## src/rtl/branch_predictor.sv

```systemverilog
// -----------------------------------------------------------------------------
// branch_predictor
//
// Dynamic branch predictor for a 5-stage pipeline. It combines a direct-mapped
// table of 2-bit saturating counters with a tagged branch target buffer.
//
// The IF stage gets a zero-cycle prediction for PC_IF. The EX stage resolves
// the branch against the prediction that travelled down with it.
// BEQ_WRONG_PRED and REDIRECT_PC feed the hazard unit and the PC mux.
// Saturating statistics counters record resolved branches and mispredictions
// for debug.
//
// Parameters
//   IDX_BITS  log2 of the number of table entries; index = PC[IDX_BITS+1:2]
//   CNT_W     width of the statistics counters
//
// Ports
//   CLK             in   1      clock; all state changes on the rising edge
//   RST_N           in   1      asynchronous active-low reset
//   PC_IF           in   32     PC being fetched
//   PRED_TAKEN_IF   out  1      prediction for PC_IF (1 = taken)
//   PRED_TARGET_IF  out  32     predicted next PC for PC_IF
//   STALL           in   1      pipeline freeze; blocks table/stat updates
//   BR_VALID_EX     in   1      conditional branch resolving in EX
//   PC_EX           in   32     PC of the resolving branch
//   BR_TAKEN_EX     in   1      actual outcome
//   BR_TARGET_EX    in   32     actual taken target
//   PRED_TAKEN_EX   in   1      prediction carried down from IF
//   PRED_TARGET_EX  in   32     predicted next PC carried down from IF
//   BEQ_WRONG_PRED  out  1      misprediction in EX (combinational)
//   REDIRECT_PC     out  32     correct next PC when BEQ_WRONG_PRED = 1
//   BR_COUNT        out  CNT_W  resolved branches (registered, saturating)
//   MISPRED_COUNT   out  CNT_W  mispredictions (registered, saturating)
// -----------------------------------------------------------------------------
module branch_predictor #(
    parameter int IDX_BITS = 4,
    parameter int CNT_W    = 16
) (
    input  logic             CLK,
    input  logic             RST_N,
    input  logic [31:0]      PC_IF,
    output logic             PRED_TAKEN_IF,
    output logic [31:0]      PRED_TARGET_IF,
    input  logic             STALL,
    input  logic             BR_VALID_EX,
    input  logic [31:0]      PC_EX,
    input  logic             BR_TAKEN_EX,
    input  logic [31:0]      BR_TARGET_EX,
    input  logic             PRED_TAKEN_EX,
    input  logic [31:0]      PRED_TARGET_EX,
    output logic             BEQ_WRONG_PRED,
    output logic [31:0]      REDIRECT_PC,
    output logic [CNT_W-1:0] BR_COUNT,
    output logic [CNT_W-1:0] MISPRED_COUNT
);

    localparam int ENTRIES = 1 << IDX_BITS;
    localparam int TAG_W   = 32 - IDX_BITS - 2;

    localparam logic [1:0]       CTR_RESET = 2'b01;  // weakly not-taken
    localparam logic [1:0]       CTR_ALLOC = 2'b10;  // weakly taken
    localparam logic [CNT_W-1:0] CNT_MAX   = {CNT_W{1'b1}};
    localparam logic [CNT_W-1:0] CNT_ONE   = {{(CNT_W-1){1'b0}}, 1'b1};

    // ------------------------------------------------------------------
    // Helper functions
    // ------------------------------------------------------------------
    function automatic logic [IDX_BITS-1:0] idx_of(input logic [31:0] pc);
        return pc[IDX_BITS+1:2];
    endfunction

    function automatic logic [TAG_W-1:0] tag_of(input logic [31:0] pc);
        return pc[31:IDX_BITS+2];
    endfunction

    // 2-bit saturating counter step: up on taken, down on not-taken.
    function automatic logic [1:0] ctr_step(input logic [1:0] ctr, input logic taken);
        logic [1:0] res;
        if (taken) begin
            res = (ctr == 2'b11) ? 2'b11 : ctr + 2'b01;
        end else begin
            res = (ctr == 2'b00) ? 2'b00 : ctr - 2'b01;
        end
        return res;
    endfunction

    function automatic logic [CNT_W-1:0] cnt_sat_inc(input logic [CNT_W-1:0] cnt);
        return (cnt == CNT_MAX) ? CNT_MAX : cnt + CNT_ONE;
    endfunction

    // ------------------------------------------------------------------
    // State
    // ------------------------------------------------------------------
    logic                valid_q  [ENTRIES];
    logic [TAG_W-1:0]    tag_q    [ENTRIES];
    logic [31:0]         target_q [ENTRIES];
    logic [1:0]          ctr_q    [ENTRIES];
    logic [CNT_W-1:0]    br_cnt_q;
    logic [CNT_W-1:0]    mis_cnt_q;

    // ------------------------------------------------------------------
    // Combinational signals
    // ------------------------------------------------------------------
    logic [IDX_BITS-1:0] if_idx_s;
    logic [TAG_W-1:0]    if_tag_s;
    logic                if_hit_s;
    logic [31:0]         if_pc_plus4_s;
    logic                pred_taken_s;
    logic [31:0]         pred_target_s;

    logic [IDX_BITS-1:0] ex_idx_s;
    logic [TAG_W-1:0]    ex_tag_s;
    logic                ex_hit_s;
    logic [31:0]         ex_pc_plus4_s;
    logic                wrong_pred_s;
    logic [31:0]         redirect_s;

    logic                upd_en_s;
    logic                wr_en_s;
    logic                wr_valid_d;
    logic [TAG_W-1:0]    wr_tag_d;
    logic [31:0]         wr_target_d;
    logic [1:0]          wr_ctr_d;
    logic [CNT_W-1:0]    br_cnt_d;
    logic [CNT_W-1:0]    mis_cnt_d;

    // Word-alignment bits never affect indexing or tags.
    logic unused_pc_bits_s;
    assign unused_pc_bits_s = ^{PC_IF[1:0], PC_EX[1:0]};

    // IF lookup: read the table at PC_IF and form the taken/target prediction.
    always_comb begin
        if_idx_s      = idx_of(PC_IF);
        if_tag_s      = tag_of(PC_IF);
        if_pc_plus4_s = PC_IF + 32'd4;
        if_hit_s      = valid_q[if_idx_s] && (tag_q[if_idx_s] == if_tag_s);
        pred_taken_s  = if_hit_s && ctr_q[if_idx_s][1];
        if (pred_taken_s) begin
            pred_target_s = target_q[if_idx_s];
        end else begin
            pred_target_s = if_pc_plus4_s;
        end
    end

    // EX resolve: detect a misprediction and pick the corrected next PC.
    // This path ignores STALL, so the redirect is seen even while frozen.
    always_comb begin
        ex_pc_plus4_s = PC_EX + 32'd4;
        wrong_pred_s  = BR_VALID_EX &&
                        ((PRED_TAKEN_EX != BR_TAKEN_EX) ||
                         (BR_TAKEN_EX && (PRED_TARGET_EX != BR_TARGET_EX)));
        if (BR_TAKEN_EX) begin
            redirect_s = BR_TARGET_EX;
        end else begin
            redirect_s = ex_pc_plus4_s;
        end
    end

    // Next-state of the table entry addressed by PC_EX and the statistics counters.
    always_comb begin
        ex_idx_s    = idx_of(PC_EX);
        ex_tag_s    = tag_of(PC_EX);
        ex_hit_s    = valid_q[ex_idx_s] && (tag_q[ex_idx_s] == ex_tag_s);
        upd_en_s    = BR_VALID_EX && !STALL;

        wr_en_s     = 1'b0;
        wr_valid_d  = valid_q[ex_idx_s];
        wr_tag_d    = tag_q[ex_idx_s];
        wr_target_d = target_q[ex_idx_s];
        wr_ctr_d    = ctr_q[ex_idx_s];
        br_cnt_d    = br_cnt_q;
        mis_cnt_d   = mis_cnt_q;

        if (upd_en_s) begin
            br_cnt_d = cnt_sat_inc(br_cnt_q);
            if (wrong_pred_s) begin
                mis_cnt_d = cnt_sat_inc(mis_cnt_q);
            end else begin
                mis_cnt_d = mis_cnt_q;
            end

            if (ex_hit_s) begin
                // Train the existing entry; its target is refreshed only by a taken branch.
                wr_en_s  = 1'b1;
                wr_ctr_d = ctr_step(ctr_q[ex_idx_s], BR_TAKEN_EX);
                if (BR_TAKEN_EX) begin
                    wr_target_d = BR_TARGET_EX;
                end else begin
                    wr_target_d = target_q[ex_idx_s];
                end
            end else if (BR_TAKEN_EX) begin
                // Allocate over whatever lived at this index (an alias or an empty slot).
                wr_en_s     = 1'b1;
                wr_valid_d  = 1'b1;
                wr_tag_d    = ex_tag_s;
                wr_target_d = BR_TARGET_EX;
                wr_ctr_d    = CTR_ALLOC;
            end else begin
                // A not-taken miss would only ever predict fall-through, so nothing is allocated.
                wr_en_s = 1'b0;
            end
        end else begin
            wr_en_s = 1'b0;
        end
    end

    // Table storage: cleared asynchronously, written at one index per cycle.
    always_ff @(posedge CLK or negedge RST_N) begin
        if (!RST_N) begin
            for (int k = 0; k < ENTRIES; k++) begin
                valid_q[k]  <= 1'b0;
                tag_q[k]    <= {TAG_W{1'b0}};
                target_q[k] <= 32'd0;
                ctr_q[k]    <= CTR_RESET;
            end
        end else if (wr_en_s) begin
            valid_q[ex_idx_s]  <= wr_valid_d;
            tag_q[ex_idx_s]    <= wr_tag_d;
            target_q[ex_idx_s] <= wr_target_d;
            ctr_q[ex_idx_s]    <= wr_ctr_d;
        end
    end

    // Statistics counters.
    always_ff @(posedge CLK or negedge RST_N) begin
        if (!RST_N) begin
            br_cnt_q  <= {CNT_W{1'b0}};
            mis_cnt_q <= {CNT_W{1'b0}};
        end else begin
            br_cnt_q  <= br_cnt_d;
            mis_cnt_q <= mis_cnt_d;
        end
    end

    assign PRED_TAKEN_IF  = pred_taken_s;
    assign PRED_TARGET_IF = pred_target_s;
    assign BEQ_WRONG_PRED = wrong_pred_s;
    assign REDIRECT_PC    = redirect_s;
    assign BR_COUNT       = br_cnt_q;
    assign MISPRED_COUNT  = mis_cnt_q;

endmodule

```

## config.mk

```make
export PLATFORM = sky130hd
export DESIGN_NAME = branch_predictor
export DESIGN_NICKNAME = d
export VERILOG_FILES = /design/src/rtl/branch_predictor.sv
export SDC_FILE = /design/constraint.sdc
export NUM_CORES = 2
export LEC_CHECK = 0
export ABC_CLOCK_PERIOD_IN_PS = 8200
export CAP_MARGIN = 15
export CORE_UTILIZATION = 40
export DETAILED_ROUTE_END_ITERATION = 10
export PLACE_DENSITY = 0.67
export SYNTH_ARGS = -nofsm -noshare
export SYNTH_HDL_FRONTEND = slang
export SYNTH_SLANG_ARGS = --single-unit
```

## constraint.sdc

```tcl
create_clock -name CLK -period 8.2 [get_ports CLK]
set_input_delay 2.46 -clock CLK [delete_from_list [all_inputs] [get_ports CLK]]
set_output_delay 2.46 -clock CLK [all_outputs]
set_load 0.05 [all_outputs]
```

Word-level counts from Yosys, hierarchy flattened

Cells that the tools add are included.
Widths: inputs -> output; s select.

Memories kept: 0
Bits in read-only memories: 0
Word-level logic and storage cells: 152
Input port bits: 134
Output and inout bits: 98
Register bits: 1008
Bits in writable memories: 0
Latch bits: 0

Reduce and logical (&&, ||, !) cells: 11
Bitwise gates (word level): 2
Shift operators: 0
Equal/unequal tests: 7
Add/sub/neg operators: 6
Order comparisons: 3
Div/mod/pow operators: 0
Mux-type cells: 57
$mul: 0

Operators by type and width:

| cell                  | number |
|---|---|
| $bwmux 512            | 1 |
| $bwmux 416            | 1 |
| $mux 32               | 9 |
| $bmux 32 s4           | 2 |
| $bmux 26 s4           | 2 |
| $mux 26               | 8 |
| $demux 32 s4          | 1 |
| $demux 26 s4          | 1 |
| $add 32x3->32 const B | 2 |
| $eq 26x26->1          | 2 |
| $add 16x1->16 const B | 2 |
| $bwmux 32             | 1 |
| $eq 16x16->1 const B  | 2 |
| $mux 16               | 2 |
| $ne 32x32->1          | 1 |
| $mux 2                | 11 |
| $bmux 2 s4            | 2 |
| $bwmux 16             | 1 |
| $mux 1                | 11 |
| $ge 5x5->1 const B    | 2 |
| $not 4->5             | 2 |
| $bmux 1 s4            | 2 |
| $demux 2 s4           | 1 |
| $logic_and 1x1->1     | 7 |
| other kinds (10)      | 10 |

Logic depth before layout (Yosys ltp)

Depth in word-level cells: 10
Gate-level depth with buffers: 17
Depth with buffers taken out: 10

Worst setup path before layout

Ideal clock, no wire load.

Kind: input to output
Start: input port PC_IF[2]
End: output port PRED_TAKEN_IF
Required time: 5.740 ns
Cell stages on the path: 9
Path buffers: 3
Arrival time: 6.617 ns
Path slack: -0.877 ns
Path through: buf_2 -> buf_2 -> buf_1 -> mux4_2 -> mux4_2 -> xnor2_1 -> nand2_1 -> or3_1 -> nor4_1

Word-level cells in the longest chain between the ends: 7
Elaborated cells between the ends (all ways): 13
Classes of those cells: eq/ne (1); mux (9); bitwise (1); reduce/logical (2)

Ends and longest elaborated chain:

| what                                        | RTL line | source |
|---|---|---|
| start, declared                             | 41       | `input logic [31:0] PC_IF,` |
| $not 4->5 (implied by the code) (*)         | 136, 137 |  |
| $bmux 26 s4                                 | 136      | `if_hit_s = valid_q[if_idx_s] && (tag_q[if_idx_s] == if_tag_s);` |
| $mux 26 (implied by the code) (2 in series) | 136      |  |
| $eq 26x26->1                                | 136      |  |
| $logic_and 1x1->1                           | 136      |  |
| $logic_and 1x1->1 (*)                       | 137      | `pred_taken_s = if_hit_s && ctr_q[if_idx_s][1];` |
| end, declared                               | 42       | `output logic PRED_TAKEN_IF,` |

Mark *: on every way between the ends. The rest lies on a longest branch, timed or not. The select of a mux whose other input is x is not followed.

Worst setup path in the final report

Start: input port PC_IF[2]
End: output port PRED_TARGET_IF[1]

Word-level cells in the longest chain between the ends: 8
Elaborated cells between the ends (all ways): 17
Classes of those cells: eq/ne (1); mux (13); bitwise (1); reduce/logical (2)

Ends and longest elaborated chain:

| what                                        | RTL line      | source |
|---|---|---|
| $not 4->5 (implied by the code) (*)         | 136, 137, 139 |  |
| $bmux 26 s4                                 | 136           |  |
| $mux 26 (implied by the code) (2 in series) | 136           |  |
| $eq 26x26->1                                | 136           |  |
| $logic_and 1x1->1                           | 136           |  |
| $logic_and 1x1->1                           | 137           |  |
| $mux 32 (*)                                 | 138           | `if (pred_taken_s) begin` |
| end, declared                               | 43            | `output logic [31:0] PRED_TARGET_IF,` |

Marked as above.

==> results.ini <==
[worst_setup_path]
crit_required_ns=5.74
crit_end=PRED_TARGET_IF[1]
cpPeakStageDelay_ns=0.58
cp-start-kind=primary input
r2r-start=tag_q[104]$_DFFE_PN0P_
crit_path_end_kind=output port
crit_path_start=PC_IF[2]
path_delay_family=multiplexers
worstPathMaxFanout=9
slowest_stage=mux4_2
r2r.worst_path.cells=10
ff2ff_setup_slack_ns=3.38
critPathMostFrequentCell=buf_16
cp_num_buf_inv=7
cp.arrival_ns=5.79
crit_type=in -> out
reg2reg_to=tag_q[93]$_DFFE_PN0P_
path_depth=14
cp_cell_sequence=buf_16, buf_12, buf_16, buf_16, mux4_2, mux4_2, xnor2_2, nand4_1, nor4b_2, nand4_1, buf_6, buf_16, mux2_4, buf_12

[yosys]
synth_flop_cell=dfrtp_1
synthCells=3966
synth_seq_area_share_pct=44.75
synth_area_per_cell_sq_um=14.22
synth_area_sq_mm=0.05641
synth-edff-count=0
async_flop_share_pct=100.0
synth_cell_type_count=70
ys_ff_latch=1008
syn-num-nets=4107
yosysWarnings=0

[clock_tree]
cts_buffers=107
root_buffer=clkbuf_16
clockBufferDepth=3
htreeDepth=3
worstSkewPairLatency_ns=0.76
clkTransAtPathRegs_ns=0.06
cts_sinks=1008
holdBufCountCts=0
cts_tree=built

[floorplan]
die_x_microns=377.5
die_area_sq_mm=0.1425
row_count=137
io_pins=232
start_util_pct=40.38
die_y_microns=377.5
core_sq_mm=0.1397

[timing]
finalCritPeriodShare_pct=100.6
slew_viol_final=0
hold_viol_final=0
worst_slew_pin_slew_ns=1.233
setup-violations-final=31
hold-worst-slack_ns=0.4951
fin_setup_tns_ns=-1.030
final.setup.worst_slack_ns=-0.04714
fmax_mhz=121.3
timing.slew.headroom_pct=15.45
fin_crit_ns=8.247
grt_setup_unrepaired=yes
finClkSkew_ns=0.04103

[route]
drc=0
via_per_inst=6.237
drtIter0Drc=3721
finalWirelength_microns=188700
first_pass_iters=6
post_drt_wl_per_cell_microns=30.63
num_vias=38420
antenna_left=0

[grt]
grt_pass1_vias=38880
grt_usage_pct=26.79
grt_pass1_wl_microns=277200
antenna_found_initial=14
grt_start_max_net_pins=175
overflow=0

[run_status]
outcome=finished with violations
failed_checks=negative setup slack

[placement]
post-dp-hpwl_microns=121900
pre_cts_ws_ns=-0.2073
gp_congestion=0.9290
portBuffers=231

[final_layout]
final_common_cell=dfrtp_1
layout_common_cells=dfrtp_1 (992), mux2_2 (885), mux4_2 (542)
n_fill_cell=11980
utilization_pct=47.77
drive_gt1_share_pct=47.43
final_nets=4337
area_delta_synth_final_pct=18.31

[hold_path]
hold_class=reg -> reg
worstHoldStart=valid_q[7]$_DFFE_PN0P_
holdPathStages=1

[flow_run]
drv_cap=0

[power_and_ir_drop]
power_density_mw_per_mm2=200.7
ir_worst_vdd_uv=185.7
power_leakage_nw=29.34

[registers in the layout (all words and copies together) (netlist names)]
register,count
BR_COUNT,16
MISPRED_COUNT,16
tag_q,416
valid_q,16
target_q,512
ctr_q,32
[routing by layer]
| metal | track usage (%) | routed length, microns |
|---|---|---|
| met1 | 35.60 | 75780 |
| met2 | 40.19 | 85140 |
| met3 | 9.028 | 19960 |
| met4 | 10.70 | 7616 |
| met5 | 0 | 153 |
[stage by stage]
| stage | instance area [sq um] | cells | power, mW |
|---|---|---|---|
| 2_1_floorplan | 56460 | 3966 | 7.168 |
| 4_1_cts | 66600 | 6155 | 13.43 |
| 3_3_place_gp | 62250 | 5939 | 8.080 |
| 3_5_place_dp | 62260 | 5940 | 8.128 |
| 6_report | 66730 | 6160 | 13.39 |
| 5_1_grt | 66730 | 6158 | 13.85 |
[synthesized netlist by cell type (all sizes together), types with 23 or more instances]
master	instances	area share, %
o21ai	52	0.46
dfrtp	992	44
nor3	23	0.21
xor2	63	0.98
mux4	542	22
xnor2	96	1.5
nand4	30	0.33
and3	23	0.26
clkbuf	158	1.1
nand3	48	0.43
buf	200	1.8
mux2	899	18
mux2i	118	2.1
a21oi	165	1.5
nand2	150	1.0
nor2	190	1.3
[timing repair]
item | in CTS | in global routing
pin swaps | 7 | 7
cloned | 6 | 1
resized for setup | 45 | 20
buffers inserted | 14 | 2
endpoints found under the setup margin | 33 | 38
hold endpoints to repair | 0 | 0
[final cells by class]
type                    instances  area (sq um)  share of cell area (%)
multi-input cells            2581         29810                   44.67
well taps                    1876          2347                   3.517
clock inverters                50         732.0                   1.097
diodes                          2         5.005                0.007500
inverters                      19         71.32                  0.1069
flip-flops and latches       1008         25240                   37.83
repair buffers                479          5464                   8.188
clock buffers                 145          3063                   4.590
[power breakdown]
| part | switching (mW) | internal (mW) | leakage [nW] | total [mW] |
|---|---|---|---|---|
| logic | 1.29 | 1.14 | 13.8 | 2.42 |
| registers | 0.345 | 5.37 | 13.7 | 5.71 |
| clock network | 2.16 | 3.10 | 1.87 | 5.26 |
| total | 3.79 | 9.60 | 29.3 | 13.4 |
[worst min path at each step]
stage	endpoint	slack, ns
2_1_floorplan	valid_q[5]$_DFFE_PN0P_	0.45
3_3_place_gp	valid_q[9]$_DFFE_PN0P_	0.48
3_5_place_dp	valid_q[7]$_DFFE_PN0P_	0.48
4_1_cts	valid_q[7]$_DFFE_PN0P_	0.49
5_1_grt	valid_q[4]$_DFFE_PN0P_	0.51
6_report	valid_q[7]$_DFFE_PN0P_	0.50
[logic make-up (layout without fill, tap and decap cells)]
family	Yosys count	count (layout)	synth area share, %
buf+inv	377	693	3.034
xor+xnor	159	159	2.469
compound gates	319	319	3.385
simple gates	536	536	4.436
fa+ha+maj	8	8	0.1730
mux	1559	1559	41.75
other cells	0	2	0
flops	1008	1008	44.75
Note: power is estimated with default switching activity, not from simulation.
==> edit (same settings) <==
The parameter `CNT_W` goes from 16 to 32.
--- a/src/rtl/branch_predictor.sv
+++ b/src/rtl/branch_predictor.sv
@@ -35,5 +35,5 @@
 module branch_predictor #(
     parameter int IDX_BITS = 4,
-    parameter int CNT_W    = 16
+    parameter int CNT_W    = 32
 ) (
     input  logic             CLK,
Interface: changed (resized BR_COUNT and MISPRED_COUNT); port bits go from 232 to 264. The function was not compared with the original's and may differ.
==> edit against the unedited design <==
Final area is 5.1% higher. Sequential cell count is 32 higher. Total power fell by 1.2%. Setup slack worse by 420 ps. Critical path type unchanged. The flow still finishes with violations (setup timing). Sequential share of layout area down 0.69 points. Routed wire length grew 6.6%. Area after synthesis rose by 4.0%. Via count increased by 5.4%. Highest routed layer unchanged.
==> edit: results (changes against the unedited design) <==
| Metric | Value |
|---|---|
| Antenna violations before repair | `12 (-2)` |
| Top area cells in the synthesized netlist | `sky130_fd_sc_hd__dfrtp_1 44%, sky130_fd_sc_hd__mux4_2 21%, sky130_fd_sc_hd__mux2_2 16%, sky130_fd_sc_hd__mux2_1 3.4%, sky130_fd_sc_hd__mux2i_1 1.9%` |
| Synth Area in Compound Gates | `2.531% (-0.85 points)` |
| Wire per inst | `31.27 um (+2.1%)` |
| RR Endpoint | `tag_q[32]` |
| GP Congestion | `0.9838 (+5.9%)` |
| Number of distinct library cells after synthesis | `72 (+2.9%)` |
| Total clock buffers created by CTS | `112 (+4.7%)` |
| Post-synthesis net count | `4231 (+3.0%)` |
| Placed instance area | `0.06564 mm2 (+5.4%)` |
| Number of global-route vias before repair | `40862 (+5.1%)` |
| Total detailed-routing wirelength | `201.0 mm (+6.6%)` |
| Fraction of final layout cells with drive strength greater than 1 | `45.93% (-1.5 points)` |
| Detail-routed via count per cell | `6.300 (+1.0%)` |
| Max Clock Skew | `30.92 ps (-10.11 ps)` |
| Highest ir drop seen on vdd | `171.2 uV (-7.8%)` |
| Count of endpoints failing setup in the final report | `32 (+3.2%)` |
| Violated checks | `setup timing` |
| Max FO, Critical Path | `12 (+3)` |
| Cell area after layout | `0.07013 mm2 (+5.1%)` |
| Status | `complete, but fails checks` |
| Met2 Resource Use GR | `41.06% (+0.87 points)` |
| Mux share of post-synthesis cell area | `42.18% (+0.43 points)` |
| Worst r2r path cells | `13 (+3)` |
| Share of synthesized area occupied by flip-flops and latches | `44.38% (-0.37 points)` |
| Fraction of synthesized cell area in xor and xnor cells | `2.672% (+0.20 points)` |
| Setup slack of the critical path after layout | `-469.5 ps (-422.4 ps)` |
| Average cell area after synthesis | `14.35 um2 (+0.88%)` |
==> edit: critical path, cell delays in order <==
cell                      delay [ps]
sky130_fd_sc_hd__buf_16          110
sky130_fd_sc_hd__buf_6           130
sky130_fd_sc_hd__mux4_2          490
sky130_fd_sc_hd__mux4_2          560
sky130_fd_sc_hd__xnor2_4         220
sky130_fd_sc_hd__nand4_1         160
sky130_fd_sc_hd__or3_4           360
sky130_fd_sc_hd__or4_1           400
sky130_fd_sc_hd__or4b_4          590
sky130_fd_sc_hd__buf_12          200
sky130_fd_sc_hd__buf_12          160
sky130_fd_sc_hd__a21oi_4         160
sky130_fd_sc_hd__buf_6           170
==> edit: how the worst min path moves through the flow <==
stage,slack [ps],to
final,500,valid_q[9]
after global placement,480,valid_q[13]
after global routing,500,valid_q[9]
after detailed placement,480,valid_q[2]
after CTS,490,valid_q[9]
after floorplan,460,valid_q[5]
==> edit: power groups by stage <==
stage | logic, mW | clock network (mW) | registers (mW)
floorplan | 1.25 | 0 | 5.79
global placement | 2.11 | 0 | 5.79
detailed placement | 2.14 | 0 | 5.81
CTS | 2.17 | 5.39 | 5.71
global route | 2.30 | 5.59 | 5.76
finish | 2.19 | 5.32 | 5.73
==> edit: layout make-up <==
type                    count  area [um2]
diodes                      3       7.507
clock buffers             165        3312
clock inverters            47       546.8
fillers                 12468       75430
inverters                  39       148.9
multi-input cells        2653       31400
flip-flops and latches   1040       26050
well taps                1917        2399
repair buffers            565        6271
==> edit: repair_timing <==
item | in CTS | in global routing
cloned | 6 | 1
pin swaps | 3 | 2
setup buffers | 3 | 0
resized for setup | 64 | 25
endpoints found under the setup margin | 33 | 34
hold endpoints to repair | 0 | 0
==> edit: kinds of logic after synthesis <==
group,after synthesis
compound gates,231
xor+xnor,179
fa+ha+maj,7
buf+inv,397
flops,1040
mux,1665
simple gates,571
